### src/rtl/hella_cache_arbiter.sv
`timescale 1ns/1ps
`default_nettype none
// +-----------------------------------------------------------------------------+
// | Module      : hella_cache_arbiter                                           |
// | Description : Round-robin arbiter sharing one HellaCache port between       |
// |               NUM_REQ masters. The source index is appended to the          |
// |               downstream tag, and late data/kill come from the source that  |
// |               was just accepted. Responses are routed back by tag.          |
// |               Optional macro HELLA_CACHE_ARB_OUTSTANDING_EN enables a       |
// |               per-master outstanding-request limit (MAX_OUTSTANDING).       |
// | Revision    : 1.0 - initial release                                         |
// +-----------------------------------------------------------------------------+
module hella_cache_arbiter #(
   parameter int NUM_REQ         = 2,
   parameter int NUM_ADDR_BITS   = 32,
   parameter int NUM_DATA_BITS   = 32,
   parameter int NUM_TAG_BITS    = 7,
   parameter int MAX_OUTSTANDING = 4,
   localparam int SRC_BITS       = $clog2(NUM_REQ),
   localparam int UT             = NUM_TAG_BITS - SRC_BITS,
   localparam int MASK_BITS      = NUM_DATA_BITS / 8
) (
   input  logic                              clock,
   input  logic                              reset,
   input  logic [NUM_REQ-1:0]                m_req_valid,
   output logic [NUM_REQ-1:0]                m_req_ready,
   input  logic [NUM_REQ*NUM_ADDR_BITS-1:0]  m_req_addr,
   input  logic [NUM_REQ*UT-1:0]             m_req_tag,
   input  logic [NUM_REQ*5-1:0]              m_req_cmd,
   input  logic [NUM_REQ*3-1:0]              m_req_typ,
   input  logic [NUM_REQ*NUM_DATA_BITS-1:0]  m_req_data,
   input  logic [NUM_REQ*MASK_BITS-1:0]      m_req_data_mask,
   input  logic [NUM_REQ-1:0]                m_req_kill,
   output logic [NUM_REQ-1:0]                m_rsp_valid,
   output logic [NUM_REQ-1:0]                m_rsp_nack,
   output logic [UT-1:0]                     m_rsp_tag,
   output logic [2:0]                        m_rsp_typ,
   output logic [NUM_DATA_BITS-1:0]          m_rsp_data,
   output logic                              req_valid,
   input  logic                              req_ready,
   output logic [NUM_ADDR_BITS-1:0]          req_addr,
   output logic [NUM_TAG_BITS-1:0]           req_tag,
   output logic [4:0]                        req_cmd,
   output logic [2:0]                        req_typ,
   output logic [NUM_DATA_BITS-1:0]          req_data,
   output logic [MASK_BITS-1:0]              req_data_mask,
   output logic                              req_kill,
   input  logic                              rsp_valid,
   input  logic                              rsp_nack,
   input  logic [NUM_TAG_BITS-1:0]           rsp_tag,
   input  logic [2:0]                        rsp_typ,
   input  logic [NUM_DATA_BITS-1:0]          rsp_data
);

   localparam logic [0:0] ST_IDLE = 1'b0;
   localparam logic [0:0] ST_LOCK = 1'b1;

   logic [NUM_ADDR_BITS-1:0] w_addr [NUM_REQ];
   logic [UT-1:0]            w_tag  [NUM_REQ];
   logic [4:0]               w_cmd  [NUM_REQ];
   logic [2:0]               w_typ  [NUM_REQ];
   logic [NUM_DATA_BITS-1:0] w_data [NUM_REQ];
   logic [MASK_BITS-1:0]     w_mask [NUM_REQ];

   logic [0:0]          r_state;
   logic [0:0]          w_state_next;
   logic [SRC_BITS-1:0] r_rr_ptr;
   logic [SRC_BITS-1:0] r_lock_src;
   logic [SRC_BITS-1:0] r_dsrc;
   logic                r_dvld;

   logic [NUM_REQ-1:0]  w_elig;
   logic                w_found;
   logic [SRC_BITS-1:0] w_scan_grant;
   logic [SRC_BITS-1:0] w_grant;
   logic [SRC_BITS-1:0] w_ptr_next;
   logic                w_lock;
   logic                w_req_valid;
   logic                w_accept;
   logic                w_stall;

   genvar gi;
   for (gi = 0; gi < NUM_REQ; gi++) begin : g_unpack
      assign w_addr[gi] = m_req_addr[gi*NUM_ADDR_BITS +: NUM_ADDR_BITS];
      assign w_tag[gi]  = m_req_tag[gi*UT +: UT];
      assign w_cmd[gi]  = m_req_cmd[gi*5 +: 5];
      assign w_typ[gi]  = m_req_typ[gi*3 +: 3];
      assign w_data[gi] = m_req_data[gi*NUM_DATA_BITS +: NUM_DATA_BITS];
      assign w_mask[gi] = m_req_data_mask[gi*MASK_BITS +: MASK_BITS];
   end

`ifdef HELLA_CACHE_ARB_OUTSTANDING_EN
   localparam int CNT_BITS = $clog2(MAX_OUTSTANDING + 1);
   logic [CNT_BITS-1:0] r_cnt [NUM_REQ];

   // A full master stays out of the scan; an existing lock still wins.
   for (gi = 0; gi < NUM_REQ; gi++) begin : g_cnt
      logic w_inc;
      logic w_dec;
      assign w_inc = w_accept & (w_grant == SRC_BITS'(gi));
      assign w_dec = (m_rsp_valid[gi] | m_rsp_nack[gi]) & (r_cnt[gi] != '0);
      assign w_elig[gi] = m_req_valid[gi] & (r_cnt[gi] != CNT_BITS'(MAX_OUTSTANDING));

      always_ff @(posedge clock) begin
         if (reset) begin
            r_cnt[gi] <= '0;
         end else if (w_inc & ~w_dec) begin
            r_cnt[gi] <= r_cnt[gi] + 1'b1;
         end else if (w_dec & ~w_inc) begin
            r_cnt[gi] <= r_cnt[gi] - 1'b1;
         end
      end
   end
`else
   assign w_elig = m_req_valid;
`endif

   // Round-robin scan starting at r_rr_ptr, wrapping modulo NUM_REQ.
   always_comb begin
      logic [SRC_BITS:0] idx;
      w_found      = 1'b0;
      w_scan_grant = '0;
      idx          = '0;
      for (int k = 0; k < NUM_REQ; k++) begin
         idx = {1'b0, r_rr_ptr} + (SRC_BITS+1)'(k);
         if (idx >= (SRC_BITS+1)'(NUM_REQ)) begin
            idx = idx - (SRC_BITS+1)'(NUM_REQ);
         end
         if (!w_found && w_elig[idx[SRC_BITS-1:0]]) begin
            w_found      = 1'b1;
            w_scan_grant = idx[SRC_BITS-1:0];
         end
      end
   end

   always_comb begin
      logic [SRC_BITS:0] nxt;
      nxt = {1'b0, w_grant} + 1'b1;
      if (nxt >= (SRC_BITS+1)'(NUM_REQ)) begin
         nxt = '0;
      end
      w_ptr_next = nxt[SRC_BITS-1:0];
   end

   assign w_lock      = (r_state == ST_LOCK);
   assign w_grant     = w_lock ? r_lock_src : w_scan_grant;
   assign w_req_valid = ~reset & (w_lock ? m_req_valid[r_lock_src] : w_found);
   assign w_accept    = w_req_valid & req_ready;
   assign w_stall     = w_req_valid & ~req_ready;

   always_ff @(posedge clock) begin
      if (reset) begin
         r_state <= ST_IDLE;
      end else begin
         r_state <= w_state_next;
      end
   end

   always_comb begin
      w_state_next = r_state;
      case (r_state)
         ST_IDLE: if (w_stall)  w_state_next = ST_LOCK;
         ST_LOCK: if (w_accept) w_state_next = ST_IDLE;
         default: w_state_next = ST_IDLE;
      endcase
   end

   always_ff @(posedge clock) begin
      if (reset) begin
         r_rr_ptr   <= '0;
         r_lock_src <= '0;
         r_dsrc     <= '0;
         r_dvld     <= 1'b0;
      end else begin
         if (w_stall) begin
            r_lock_src <= w_grant;
         end
         if (w_accept) begin
            r_rr_ptr <= w_ptr_next;
            r_dsrc   <= w_grant;
         end
         r_dvld <= w_accept;
      end
   end

   always_comb begin
      req_valid     = 1'b0;
      req_addr      = '0;
      req_tag       = '0;
      req_cmd       = '0;
      req_typ       = '0;
      req_data_mask = '0;
      req_data      = '0;
      req_kill      = 1'b0;
      m_req_ready   = '0;
      m_rsp_valid   = '0;
      m_rsp_nack    = '0;
      m_rsp_tag     = '0;
      m_rsp_typ     = '0;
      m_rsp_data    = '0;
      if (!reset) begin
         req_valid = w_req_valid;
         if (w_req_valid) begin
            req_addr      = w_addr[w_grant];
            req_tag       = {w_tag[w_grant], w_grant};
            req_cmd       = w_cmd[w_grant];
            req_typ       = w_typ[w_grant];
            req_data_mask = w_mask[w_grant];
         end
         if (r_dvld) begin
            req_data = w_data[r_dsrc];
            req_kill = m_req_kill[r_dsrc];
         end
         // Tags whose source field is out of range match no master and vanish.
         for (int i = 0; i < NUM_REQ; i++) begin
            m_req_ready[i] = w_accept & (w_grant == SRC_BITS'(i));
            m_rsp_valid[i] = rsp_valid & (rsp_tag[SRC_BITS-1:0] == SRC_BITS'(i));
            m_rsp_nack[i]  = rsp_nack & (rsp_tag[SRC_BITS-1:0] == SRC_BITS'(i));
         end
         m_rsp_tag  = rsp_tag[NUM_TAG_BITS-1:SRC_BITS];
         m_rsp_typ  = rsp_typ;
         m_rsp_data = rsp_data;
      end
   end

endmodule
`default_nettype wire

### config.mk
export PLATFORM = sky130hd
export DESIGN_NAME = hella_cache_arbiter
export DESIGN_NICKNAME = d
export VERILOG_FILES = /design/src/rtl/hella_cache_arbiter.sv
export SDC_FILE = /design/constraint.sdc
export NUM_CORES = 1
export LEC_CHECK = 0
export ABC_AREA = 1
export ABC_CLOCK_PERIOD_IN_PS = 1850
export BUFFER_PORTS_ARGS = -buffer_cell sky130_fd_sc_hd__buf_4
export CORE_AREA = 2 2 133 135
export DETAILED_ROUTE_END_ITERATION = 6
export DIE_AREA = 0 0 135 137
export GPL_TIMING_DRIVEN = 1
export SYNTH_ARGS = -nofsm -noshare
export SYNTH_HDL_FRONTEND = slang
export SYNTH_SLANG_ARGS = --single-unit
### constraint.sdc
create_clock -name clock -period 1.85 [get_ports clock]
set_clock_uncertainty 0.1 [all_clocks]
set_input_delay 0.0925 -clock clock [delete_from_list [all_inputs] [get_ports clock]]
set_output_delay 0.0925 -clock clock [all_outputs]
set_load 0.1 [all_outputs]
Word level (Yosys, flattened, before mapping). Cells that the tools add are included.

$add $sub $neg: 4. $lt $le $gt $ge: 9. Mux-type cells: 59. Bitwise gates (word level): 16. Reduce and logical (&&, ||, !) cells: 2.

Operators by type and width (number): $mux W32 (11); $mux W5 (5); $mux W6 (4); $mux W1 (22); $mux W4 (5); $mux W3 (6); $mux W7 (2); $and A1 B1 Y1 (9); $ge A2 B2 Y1 const B (4); $lt A1 B2 Y1 const B (4); $mux W2 (3); $not A1 Y1 (5); $add A1 B1 Y2 const B (2); $not A1 Y2 (2); $ge A1 B2 Y1 const B (1); $pmux W1 S2 (1); $sub A1 B1 Y1 const B (2); $logic_and A1 B1 Y1 (1); $logic_not A1 Y1 (1).

Flip-flop bits (word level): 5. Input bits: 215. Output and inout bits: 132. Logic and storage cells: 95.

Logic depth before layout (Yosys ltp).
Word-level depth: 15. Mapped depth: 9. Gate-level depth less buffers: 8.

Worst setup path after synthesis. Ideal clock, no wire load.

Kind: flip-flop to output port. From: register r_dsrc. To: output req_data[11]. Arrival time: 2.835 ns. Data required time: 1.657 ns. Setup slack: -1.177 ns. Cell stages (with the launch flop): 5. Buffers on the path: 2. Cell sequence: dfxtp_1 buf_4 clkbuf_1 nor2_1 nor3_1.

Word-level cells in the longest chain between the ends: 6.

RTL lines: from (decl) (RTL line 69) `logic [SRC_BITS-1:0] r_dsrc;`; from (signal assigned) (RTL line 180) `r_dsrc <= w_grant;`; $not A1 Y2 (implied by the code) (RTL line 211) `req_data = w_data[r_dsrc];`; $mux W32 (implied by the code) (3 in series) (RTL line 211); $mux W32 (RTL line 210) `if (r_dvld) begin`; $mux W32 (RTL line 201) `if (!reset) begin`; to (decl) (RTL line 45) `output logic [NUM_DATA_BITS-1:0] req_data,`.

Every way passes these cells. The select of a mux whose other input is x is not followed.

==> out/qor.txt <==
Register bit total from synthesis: 5
Mapped Area: 2210 um2
Die W: 135 um
Final period util: 96.3%
Largest net degree at the start of global routing: 48
Placement Rows: 48
Clock power share: 11.0%
VDD IR-drop max: 0.000257 V
# diodes: 0
Num ports: 347
Critical Path End Type: output pin
Slowest cell on crit path: dfxtp_1
Area growth syn-to-layout: 189%
Library cells used by synthesis: 24
Final #Nets: 964
Worst Setup Start Kind: register
Gp weighted congestion: 0.742
Placed inst area: 5770 um2
Sequential-to-total area share from yosys stat: 4.53%
CTS tree: yes
Drt first pass iters: 4
Vias/cell: 3.93
Vias in the first global route: 3,582
Tightest Pin Transition: 632 ps
Most frequent cell after synthesis: nor2_1
Largest family of logic cells by synthesized area: simple AND/OR/NAND/NOR gates
Area of the multi-input gates: 2380 um2
First-pass GRT wire length: 17,600 um
Die height: 137 um
Die area: 18,500 um2
Post-Synth XOR/XNOR Area: 0%
Fin Hold WS: 102 ps
Overall via count from detail_route: 3,822
Synth top cells by count: nor2_1 (162), inv_1 (49), nor2_2 (49), o21ai_2 (49), nor3_1 (36)
Setup violations, final: 0
Worst-Skew Late Latency: 230 ps
Post-synth ARST share: 0%
Clk sink count: 5
EDFF count, synth: 0
DP Worst Slack: 198 ps
FILL cells: 1,777
Synth area leader: nor2_1
Dominant cells by area after synthesis: nor2_1 (28%), o21ai_2 (19%), nor2_2 (14%)
Switching fraction of total power: 59.9%
Pint: 1330 uW
H-Tree Depth: 1
Met1 global-route usage: 13.9%
Leak pwr: 0.00312 uW
Critical R2R Capture: r_dsrc
WP data required: 1660 ps
Post-synth top flop: dfxtp_1
Cell depth of the worst flop-to-flop path: 7
Worst Hold Depth: 4
Combinational cell fraction of total power: 85.3%
CP cell instances: nand2_2 > nand2_2 > nand2_4 > nand2_4 > clkinv_8 > buf_4 > o21ai_2 > nor2_4 > buf_12
M3 GR Usage: 3.07%
Initial drt markers: 81
Power per cell area: 519 nW/um2
Post-synthesis simple-gate area fraction: 54.5%
Hold path startpoint: reset
Deepest clock path buffer count: 2
Final Routed Wirelength: 12,900 um
HPWL after detailed placement: 10,300 um
Max_cap viols: 0
Setup TNS: 0 ps
Reg2Reg Setup Slack: 530 ps
Crit Path Category: reg2out
Mux share of post-synthesis cell area: 0%
Layout cells sized above 1: 73.5%
Synth Area in Adders: 0%
Root Driver: clkbuf_16
Net Count, Synth: 623
Num CTS Buffers: 3
HP Class: in2reg
Gate Count Post-Synth: 408
CTS clk-pin slew, worst paths: 40 ps
Most heavily used metal layer in global routing: met2
Grt ovf: 0
Core Region: 17,100 um2
Hold Violations, Final: 0
Antenna viol nets, final: 0
WL/cell: 13.2 um
Critical Path AT: 1590 ps
GRT Total Usage: 11.9%
RSZ-0062 raised after global routing: yes
DRC Markers: 0
WHS Endpoint: r_rr_ptr
Synth warnings: 0
Yosys top cell area share: 27.5%
Share of power burned in registers: 3.7%
Net Switching: 1990 uW
Met2 GRT Util: 22.4%
Avg Cell Area, Syn: 5.42 um2
Worst Path Buf+Inv: 3
Storage cell area: 100 um2
Initial antenna violation count: 0
Delay-heaviest family, CP: simple AND/OR/NAND/NOR gates
Crit Reg-Reg Startpoint: r_lock_src
Initial core utilization: 13.0%
Slew Limit Headroom: 57.9%
Fmax: 0.561 GHz
Synth Area in Compound Gates: 20.6%
Fin crit period: 1780 ps
Pins over their slew limit: 0
Crit-path max cell delay: 360 ps
Min setup slack post-route: 68.4 ps
Buffers on Ports: 346
Status: completed
Worst-path fanout max: 5
Fin area: 6400 um2
-- repair_timing --
item,4_1_cts,5_1_grt
endpoints found under the setup margin,35,52
pin swaps,0,1
setup buffers,0,2
resized for setup,37,89
cloned,0,2
hold buffers,0,0
-- through the flow --
stage	utilization, %	total power [uW]	std cells
3_5_place_dp	33.8	2730	965
4_1_cts	35.1	3160	969
6_report	37.5	3320	973
5_1_grt	37.5	3460	973
3_3_place_gp	33.8	2720	965
2_1_floorplan	-	2010	408
-- per-layer routing --
metal  share of wire, %  routed length (um)  vias up
met2                 53                6840      194
met1                 37                4780     1697
li1                   -                   -     1923
met5                  0                   0        -
met3                9.1                1170        8
met4               0.79                 102        0
-- layout by cell type, fill, tap and decap left out, types with 7 or more instances in the layout --
master and n:
nor2_4 51, nor3_4 30, nand2_1 9, buf_8 7, buf_6 17, inv_1 49, buf_12 38, buf_4 302
nor2_1 124, nor2_2 36, o21ai_2 49
-- final cells by class --
| cell class | instances | share of cell area [%] |
|---|---|---|
| multi-input combinational | 319 | 37.1 |
| timing repair buffer | 364 | 52.0 |
| inverter | 54 | 3.40 |
| tap | 225 | 4.40 |
| timing repair inverter | 2 | 0.274 |
| sequential | 5 | 1.56 |
| clock buffer | 4 | 1.23 |
-- worst register-to-register path, stage by stage (launching register included) --
cell and delay (ps):
dfxtp_1 330, inv_1 60, nand2_1 60, nand2_2 60
nand2_4 80, nand3_1 250, nor2_4 200, nor2_1 60
-- logic make-up after synthesis --
family | after synthesis
AND/OR/NAND/NOR | 266
AO/OA/AOI/OAI | 53
buffers and inverters | 84
flip-flops | 5
-- worst max path at each step --
| stage | from | end | slack [ps] | depth (start not counted) |
|---|---|---|---|---|
| after floorplan | reset | m_rsp_nack[0] | -660 | 2 |
| after global placement | r_rr_ptr | req_typ[1] | 200 | 9 |
| after detailed placement | register | req_addr[16] | 200 | 9 |
| after CTS | register | req_addr[13] | 3 | 9 |
| after global routing | r_lock_src | req_tag[3] | -20 | 10 |
| final | register | req_cmd[3] | 70 | 9 |
-- power groups by stage --
stage	Combinational (uW)	Sequential, uW	Clock, uW
3_3_place_gp	2600	123	0
2_1_floorplan	1890	121	0
4_1_cts	2670	121	375
5_1_grt	2950	122	386
3_5_place_dp	2610	123	0
6_report	2830	121	365
Power figures use the tool's default switching activity.
